[config.mk]
export PLATFORM = sky130hd
export DESIGN_NAME = note_prefetch_queue
export DESIGN_NICKNAME = d
export VERILOG_FILES = /design/src/rtl/note_prefetch_queue.sv
export SDC_FILE = /design/constraint.sdc
export NUM_CORES = 1
export LEC_CHECK = 0
export CORE_MARGIN = 4
export CORE_UTILIZATION = 45
export CTS_BUF_LIST = sky130_fd_sc_hd__clkbuf_4 sky130_fd_sc_hd__clkbuf_8
export DETAILED_ROUTE_END_ITERATION = 7
export PLACE_DENSITY = 0.66
export REMOVE_ABC_BUFFERS = 1
export SKIP_CTS_REPAIR_TIMING = 1
export SLEW_MARGIN = 0
export SYNTH_ARGS = -nofsm -noshare
export SYNTH_HDL_FRONTEND = slang
export SYNTH_SLANG_ARGS = --single-unit
[constraint.sdc]
create_clock -name clk -period 4.35 [get_ports clk]
set_input_delay 0.6525 -clock clk [delete_from_list [all_inputs] [get_ports clk]]
set_output_delay 0.6525 -clock clk [all_outputs]
set_load 0.01 [all_outputs]
[src/rtl/note_prefetch_queue.sv]
// note_prefetch_queue: streams one lane's note times from the chart RAM into a
// small FIFO. The matcher sees the head time (all 1's when nothing is buffered)
// and pops one entry per note_request pulse.
module note_prefetch_queue #(
    parameter int DEPTH  = 4,
    parameter int ADDR_W = 12,
    parameter int TIME_W = 18,
    parameter int RD_LAT = 2
) (
    input  logic              clk,
    input  logic              reset,
    input  logic              start,
    input  logic [ADDR_W-1:0] base_addr,
    output logic [ADDR_W-1:0] rom_addr,
    output logic              rom_en,
    input  logic [TIME_W-1:0] rom_data,
    input  logic              note_request,
    output logic [TIME_W-1:0] note_time,
    output logic              note_valid,
    output logic              chart_done,
    output logic              order_error
);

    localparam int PTR_W = $clog2(DEPTH);
    localparam int CNT_W = PTR_W + 1;
    localparam int OCC_W = CNT_W + 2;
    localparam logic [TIME_W-1:0] ALL_ONES = {TIME_W{1'b1}};

    typedef enum logic [1:0] {
        ST_IDLE  = 2'd0,
        ST_FETCH = 2'd1,
        ST_DRAIN = 2'd2,
        ST_DONE  = 2'd3
    } state_t;

    state_t              state_q, state_d;
    logic [ADDR_W-1:0]   addr_q, addr_d;
    logic [RD_LAT-1:0]   vpipe_q, vpipe_d;
    logic [CNT_W-1:0]    count_q, count_d;
    logic [PTR_W-1:0]    rd_ptr_q, rd_ptr_d;
    logic [PTR_W-1:0]    wr_ptr_q, wr_ptr_d;
    logic [TIME_W-1:0]   last_q, last_d;
    logic                order_err_q, order_err_d;
    logic [TIME_W-1:0]   head_q, head_d;
    logic                valid_q, valid_d;
    logic                done_q, done_d;
    logic [TIME_W-1:0]   mem_q [DEPTH];

    logic [OCC_W-1:0]    inflight_s;
    logic [OCC_W-1:0]    occ_s;
    logic                ret_valid_s;
    logic                marker_s;
    logic                push_s;
    logic                pop_s;
    logic                rom_en_s;
    logic [CNT_W-1:0]    after_pop_s;

    // Handshake decode: reads in flight, read issue, push and pop qualifiers.
    always_comb begin
        inflight_s = '0;
        for (int i = 0; i < RD_LAT; i++) begin
            inflight_s = inflight_s + OCC_W'(vpipe_q[i]);
        end
        occ_s       = OCC_W'(count_q) + inflight_s;
        ret_valid_s = vpipe_q[RD_LAT-1];
        marker_s    = (state_q == ST_FETCH) && ret_valid_s && (rom_data == ALL_ONES);
        push_s      = !start && (state_q == ST_FETCH) && ret_valid_s && (rom_data != ALL_ONES);
        pop_s       = !start && note_request && (count_q != {CNT_W{1'b0}});
        // A read issued alongside the returning end marker would only be discarded.
        rom_en_s    = !start && (state_q == ST_FETCH) && !marker_s &&
                      (occ_s < OCC_W'(DEPTH));
    end

    // Datapath next state: pointers, occupancy, ordering check, start flush.
    always_comb begin
        vpipe_d[0] = rom_en_s;
        for (int i = 1; i < RD_LAT; i++) begin
            vpipe_d[i] = vpipe_q[i-1];
        end
        addr_d      = rom_en_s ? (addr_q + {{(ADDR_W-1){1'b0}}, 1'b1}) : addr_q;
        wr_ptr_d    = push_s ? (wr_ptr_q + {{(PTR_W-1){1'b0}}, 1'b1}) : wr_ptr_q;
        rd_ptr_d    = pop_s  ? (rd_ptr_q + {{(PTR_W-1){1'b0}}, 1'b1}) : rd_ptr_q;
        last_d      = push_s ? rom_data : last_q;
        order_err_d = order_err_q | (push_s && (rom_data < last_q));
        case ({push_s, pop_s})
            2'b10:   count_d = count_q + {{(CNT_W-1){1'b0}}, 1'b1};
            2'b01:   count_d = count_q - {{(CNT_W-1){1'b0}}, 1'b1};
            default: count_d = count_q;
        endcase
        // start wins over everything: old returns and any same-cycle pop are dropped.
        if (start) begin
            vpipe_d     = '0;
            addr_d      = base_addr;
            wr_ptr_d    = '0;
            rd_ptr_d    = '0;
            last_d      = '0;
            order_err_d = 1'b0;
            count_d     = '0;
        end else begin
            vpipe_d     = vpipe_d;
        end
    end

    // Head register: bypass the RAM write when pushing into a queue that is empty after the pop.
    always_comb begin
        after_pop_s = count_q - CNT_W'(pop_s);
        if (count_d == {CNT_W{1'b0}}) begin
            valid_d = 1'b0;
            head_d  = ALL_ONES;
        end else if (push_s && (after_pop_s == {CNT_W{1'b0}})) begin
            valid_d = 1'b1;
            head_d  = rom_data;
        end else begin
            valid_d = 1'b1;
            head_d  = mem_q[rd_ptr_d];
        end
    end

    // FSM next state: fetch until the end marker, drain, then report done.
    always_comb begin
        state_d = state_q;
        case (state_q)
            ST_IDLE:  state_d = ST_IDLE;
            ST_FETCH: state_d = marker_s ? ST_DRAIN : ST_FETCH;
            ST_DRAIN: state_d = (count_d == {CNT_W{1'b0}}) ? ST_DONE : ST_DRAIN;
            ST_DONE:  state_d = ST_DONE;
            default:  state_d = ST_IDLE;
        endcase
        if (start) begin
            state_d = ST_FETCH;
        end else begin
            state_d = state_d;
        end
        done_d = (state_d == ST_DONE);
    end

    // FSM state register.
    always_ff @(posedge clk) begin
        if (reset) begin
            state_q <= ST_IDLE;
            done_q  <= 1'b0;
        end else begin
            state_q <= state_d;
            done_q  <= done_d;
        end
    end

    // Datapath registers; reset discards the in-flight pipe like start does.
    always_ff @(posedge clk) begin
        if (reset) begin
            addr_q      <= '0;
            vpipe_q     <= '0;
            count_q     <= '0;
            rd_ptr_q    <= '0;
            wr_ptr_q    <= '0;
            last_q      <= '0;
            order_err_q <= 1'b0;
            head_q      <= ALL_ONES;
            valid_q     <= 1'b0;
        end else begin
            addr_q      <= addr_d;
            vpipe_q     <= vpipe_d;
            count_q     <= count_d;
            rd_ptr_q    <= rd_ptr_d;
            wr_ptr_q    <= wr_ptr_d;
            last_q      <= last_d;
            order_err_q <= order_err_d;
            head_q      <= head_d;
            valid_q     <= valid_d;
        end
    end

    // FIFO storage write; contents are meaningless until counted, so no reset.
    always_ff @(posedge clk) begin
        if (push_s) begin
            mem_q[wr_ptr_q] <= rom_data;
        end
    end

    assign rom_addr    = addr_q;
    assign rom_en      = rom_en_s;
    assign note_time   = head_q;
    assign note_valid  = valid_q;
    assign chart_done  = done_q;
    assign order_error = order_err_q;

endmodule

==> results of run 1 <==
==> where the power goes <==
group | leakage, nW | total, W | switching [W] | internal, W
clock network | 0.206 | 0.00105 | 0.000468 | 0.000585
logic | 1.18 | 0.000151 | 0.0000767 | 0.0000744
registers | 1.15 | 0.00135 | 0.0000126 | 0.00134
total | 2.53 | 0.00256 | 0.000558 | 0.00200
==> synthesized netlist by cell type, types with 2 or more instances <==
master     count
a2111oi_0     19
a211oi_1       5
a21o_1         5
a21oi_1       30
a311oi_1       5
a31oi_1       18
and2_1         7
and3_1         2
and4_1         3
buf_1          3
buf_2          7
buf_4          5
buf_6          3
clkbuf_1      19
dfxtp_1       62
edfxtp_1      72
ha_1          25
inv_1         31
mux2i_1       21
nand2_1       11
nand2b_1       3
nand3_1       11
nand4_1        8
nor2_1        58
nor2b_1       17
nor3_1         4
nor3b_1        2
nor4_1         3
o21a_1         2
o21ai_0        7
o22ai_1       35
o31a_1         3
o31ai_1       21
or3_1          3
or4_1          4
xnor2_1        9
==> how the worst max path moves through the flow <==
stage / startpoint / to / slack [ps] / cells after the start
floorplan: rom_data[6] / note_time[0]$_SDFF_PP1_ / 60 / 11
global placement: rom_data[13] / note_time[13]$_SDFF_PP1_ / 560 / 13
detailed placement: rom_data[13] / note_time[6]$_SDFF_PP1_ / 390 / 13
CTS: rom_data[1] / rom_en / 580 / 6
global route: rom_data[1] / rom_en / 390 / 6
finish: rom_data[0] / rom_en / 590 / 6
==> per-stage QoR <==
step / instances / setup slack (ps) / util (%) / total power (W)
after detailed placement: 792 / 389 / 53.0 / 0.00153
after CTS: 824 / 584 / 56.0 / 0.00257
after global placement: 792 / 559 / 53.0 / 0.00153
after global routing: 824 / 388 / 56.0 / 0.00265
final: 824 / 587 / 56.0 / 0.00256
after floorplan: 524 / 60.0 / - / 0.00143
==> routing by layer <==
| layer | GRT usage (%) | vias to the layer above | part of all wire (%) |
|---|---|---|---|
| li1 | - | 2269 | - |
| met3 | 4.61 | 22 | 6.3 |
| met5 | 0 | - | 0 |
| met4 | 8.35 | 0 | 1.8 |
| met1 | 26.6 | 2347 | 43 |
| met2 | 33.5 | 170 | 49 |
==> registers in the layout (all words and copies together), names as in the netlist, 2 cells and up <==
register and flops:
note_time 18, vpipe_q 2, state_q 2, last_q 18
mem_q 72, rom_addr 12, rd_ptr_q 2, wr_ptr_q 2
count_q 3
==> cells by family after synthesis <==
group / after synthesis / synth area share (%)
flip-flops: 134 / 55.1
adder cells (fa/ha/maj): 26 / 5.39
XOR/XNOR: 11 / 1.78
multiplexers: 21 / 3.40
AO/OA/AOI/OAI: 160 / 17.7
AND/OR/NAND/NOR: 140 / 11.6
buffers and inverters: 69 / 5.00
==> critical path, stage by stage <==
cell and delay (ps):
clkdlybuf4s50_1 610, nand2_1 130, nor4_1 530, a21o_1 460, inv_1 200, clkdlybuf4s50_1 520
==> cells in the final DEF (no fill, tap or decap), drive strengths merged, types with 6 or more instances in the layout <==
cell type      instances
a2111oi               19
a21oi                 31
a31oi                 18
and2                   7
buf                   25
clkbuf                23
clkdlybuf4s50         67
clkinv                 6
dfxtp                 62
edfxtp                72
ha                    25
inv                   31
mux2i                 21
nand2                 11
nand3                 11
nand4                  8
nor2                  59
nor2b                 17
o21ai                  7
o22ai                 35
o31ai                 21
xnor2                  9
==> area by class of cell <==
class,instances,area [sq um]
clock inverters,9,97.6
inverters,32,120
flip-flops and latches,134,3400
clock buffers,23,310
multi-input cells,358,2470
repair buffers,92,858
fillers,1176,5870
well taps,176,220
==> flow_summary.ini, run 1 <==
[timing]
fmax_mhz = 266
rsz0062_at_grt = false
hold_violations = 0
tightest_slew_ps = 916
final.min_clock_period_ps = 3760
relSlewSlack_pct = 38.9
fin_hold_ws_ps = 491
clock_skew_ps = 9.20
period_share_pct = 86.5
tns_ps = 0
finalSetupViolations = 0
slew_viol_final = 0

[synthesis]
synth_top_area_share_pct = 35.0
ys_top_cells_by_area = edfxtp_1 (35%), dfxtp_1 (20%), ha_1 (5.1%)
seq_area_frac_synth_pct = 55.1
synth_cell_types = 54
ys_warn_count = 0
netlist_area_sq_um = 6180
syn_area_per_cell_sq_um = 11.0
ys_async_sr_fraction_pct = 0
synth_edf_count = 72
synth_area_leader_cell = edfxtp_1
yosys_most_used_dff = edfxtp_1
synth_cells = 561
synth-seq-cells = 134

[floorplanning]
start_util_pct = 46.3
rows = 42
die_x_um = 125
dieHeight_um = 125
ios = 68
core_area_sq_um = 13300
die_area_sq_um = 15700

[global_routing]
antenna_found_initial = 0
grt_pass1_wl_um = 25200
grt_max_degree = 45
grt_pass1_vias = 4902
grt.overflow.total = 0
grtUsageTotal_pct = 20.5

[critical_path]
regToRegEndpoint = note_time[6]$_SDFF_PP1_
crit_type = input port to output pin
crit_required_ps = 3700
worst_setup_path_start_kind = input port
arrival_ps = 3110
worst-path-max-fanout = 14
end_kind = output pin
r2r_setup_slack_ps = 1300
r2r_start = count_q[0]$_SDFF_PP0_
r2r_cells = 10

[detailed_routing]
drtPass1Iterations = 4
drtIter0Drc = 441
ant_nets = 0
drcViolationCount = 0
vias_per_cell = 5.83
wirelength_um = 15800
wire_per_inst_um = 19.2
dr_total_vias = 4808

[job]
cap_viol_max_count = 0

[clock_network]
root_buffer = clkbuf_8
clkSinkCount = 134
cts_buffers = 17
h-tree-depth = 4
clkTransAtPathRegs_ps = 70
cts_buffer_depth = 2
cts_tree = done
clock_latency_ps = 440

[min_path]
hold_end = vpipe_q[1]$_SDFF_PP0_
hold_start = vpipe_q[0]$_SDFF_PP0_
min_path_cells = 1
hp-class = register to register

[power_and_ir_drop]
vdd_drop_max_mv = 0.180
power.density_nw_per_um2 = 342
power_leakage_nw = 2.53

[finish]
diodes = 0
layout-drive-gt1-share_pct = 9.41
stdcell_area_sq_um = 7480
area_growth_syn_to_layout_pct = 21.1
nNetsFinal = 695

[placement]
port_buffers = 67
gp_congestion = 0.821
dp_hpwl_um = 10400
placed_area_sq_um = 7070

[outcome]
status = complete, no violations
No activity file was read; power rests on OpenSTA's default activity.
==> inputs of run 2 (changes only) <==
Clock period 4.35 ns to 4 ns, I/O delays scaled along.
==> flow_summary.ini, run 2 (synthesis gave the netlist of run 1 again) <==
[clock_network]
cts_buffers = 17
clock_latency_ps = 430
clkSinkCount = 134
h-tree-depth = 4
cts_tree = done
cts_buffer_depth = 2
clkTransAtPathRegs_ps = 80
root_buffer = clkbuf_8

[critical_path]
crit_required_ps = 4290
worst-path-max-fanout = 18
arrival_ps = 3640
end_kind = register
cp_top_family = buffers and inverters
path_cells = clkdlybuf4s50_1 -> nand4_1 -> nor3_4 -> a21oi_4 -> inv_1 -> ha_1 -> fa_1 -> xnor3_1 -> a22oi_1 -> nand2_1 -> buf_4 -> a31oi_1 -> o31ai_1
worst-path-buf-inv = 3
cp_slowest_stage_delay_ps = 660
crit_type = input port to register
cp_slowest_cell = clkdlybuf4s50_1
worst_setup_path_start_kind = input port

[detailed_routing]
dr_total_vias = 4809
drcViolationCount = 0
wirelength_um = 15600
ant_nets = 0
vias_per_cell = 5.82
wire_per_inst_um = 18.9
drtIter0Drc = 371
drtPass1Iterations = 5

[finish]
fin_cells = 826
layout-drive-gt1-share_pct = 9.85
final_cell_mix = edfxtp_1 (72), clkdlybuf4s50_1 (67), dfxtp_1 (62)
nNetsFinal = 698
diodes = 0
fillers = 1155
largest_reg_flops = 72
stdcell_area_sq_um = 7560
regMostFlops = mem_q
final_common_cell = edfxtp_1
area_growth_syn_to_layout_pct = 22.4

[timing]
hold_violations = 0
rsz0062_at_grt = false
tns_ps = 0
relSlewSlack_pct = 34.3
tightest_slew_ps = 986
slew_viol_final = 0
finalSetupViolations = 0
fmax_mhz = 298
period_share_pct = 83.8
clock_skew_ps = 9.74
final.min_clock_period_ps = 3350

[power_and_ir_drop]
power_frac_seq_pct = 50.1
power_leakage_nw = 2.56
switching_share_pct = 21.2
power_frac_clock_pct = 44.2
comb_power_share_pct = 5.7
vdd_drop_max_mv = 0.200
switchingPower_w = 0.000623
p_int_w = 0.00231
power.density_nw_per_um2 = 388

[global_routing]
grt_max_degree = 45
grt_pass1_vias = 4952
antenna_found_initial = 0
grtUsageTotal_pct = 20.2
grt_pass1_wl_um = 25200
grt.overflow.total = 0

[min_path]
hp-class = register to register

[job]
cap_viol_max_count = 0

[floorplanning]
die_x_um = 125
core_area_sq_um = 13300
ios = 68
die_area_sq_um = 15700
start_util_pct = 46.3
dieHeight_um = 125
rows = 42

[placement]
placedCellCount = 795
dp_hpwl_um = 10200
port_buffers = 67
placed_area_sq_um = 7100
gp_congestion = 0.789

[outcome]
status = complete, no violations
==> run 2: changes by cell type in the layout (fill, tap and decap cells not counted), moves of 2 or more <==
cell / before / now
clkinvlp_4: 2 / 4
clkinv_4: 0 / 2
bufinv_16: 2 / 5
clkinv_2: 3 / 0
buf_4: 25 / 28
clkbuf_8: 22 / 19
==> run 2: area by class of cell <==
class | count | area, sq um | share of cell area, %
Tap cell | 176 | 220 | 2.91
Timing Repair Buffer | 95 | 881 | 11.7
Sequential cell | 134 | 3400 | 45.0
Clock inverter | 12 | 201 | 2.67
Multi-Input combinational cell | 358 | 2470 | 32.7
Inverter | 32 | 120 | 1.59
Clock buffer | 19 | 262 | 3.46
==> run 2: power groups by stage <==
stage	clock network [W]	logic, W	registers [W]
finish	0.00130	0.000167	0.00147
global route	0.00137	0.000183	0.00147
CTS	0.00131	0.000168	0.00147
detailed placement	0	0.000167	0.00150
global placement	0	0.000164	0.00150
floorplan	0	0.0000503	0.00150
==> run 2: worst paths after layout <==
path / cells past startpoint / to / start / slack, ps
setup / recovery: 13 / note_time[12]$_SDFF_PP1_ / rom_data[6] / 650
hold / removal: 1 / vpipe_q[1]$_SDFF_PP0_ / vpipe_q[0]$_SDFF_PP0_ / 480
setup reg to reg: 10 / note_time[12]$_SDFF_PP1_ / count_q[0]$_SDFF_PP0_ / 830
hold reg to reg: 1 / vpipe_q[1]$_SDFF_PP0_ / vpipe_q[0]$_SDFF_PP0_ / 480
==> run 2: metal layers <==
metal	vias to the layer above	GRT usage [%]	wire [um]	share of wire, %
li1	2277	-	-	-
met1	2377	27.0	7150	46
met2	134	33.5	7490	48
met3	21	4.09	767	4.9
met4	0	6.19	217	1.4
met5	-	0	0	0
==> run 2: worst reg2reg max path: stages, from the launching register on <==
cell	delay (ps)
dfxtp_1	400
o31ai_1	520
nor2_1	190
ha_1	280
fa_1	420
xnor3_1	370
a22oi_1	220
nand2_1	90
buf_4	240
a31oi_1	200
o31ai_1	100
==> run 2: stage by stage <==
stage	setup slack [ps]	total power (W)	util (%)	hold slack (ps)
floorplan	-237	0.00155	-	437
global placement	348	0.00166	53.2	452
detailed placement	236	0.00167	53.2	458
CTS	698	0.00295	56.6	479
global route	397	0.00302	56.6	511
finish	649	0.00293	56.6	475
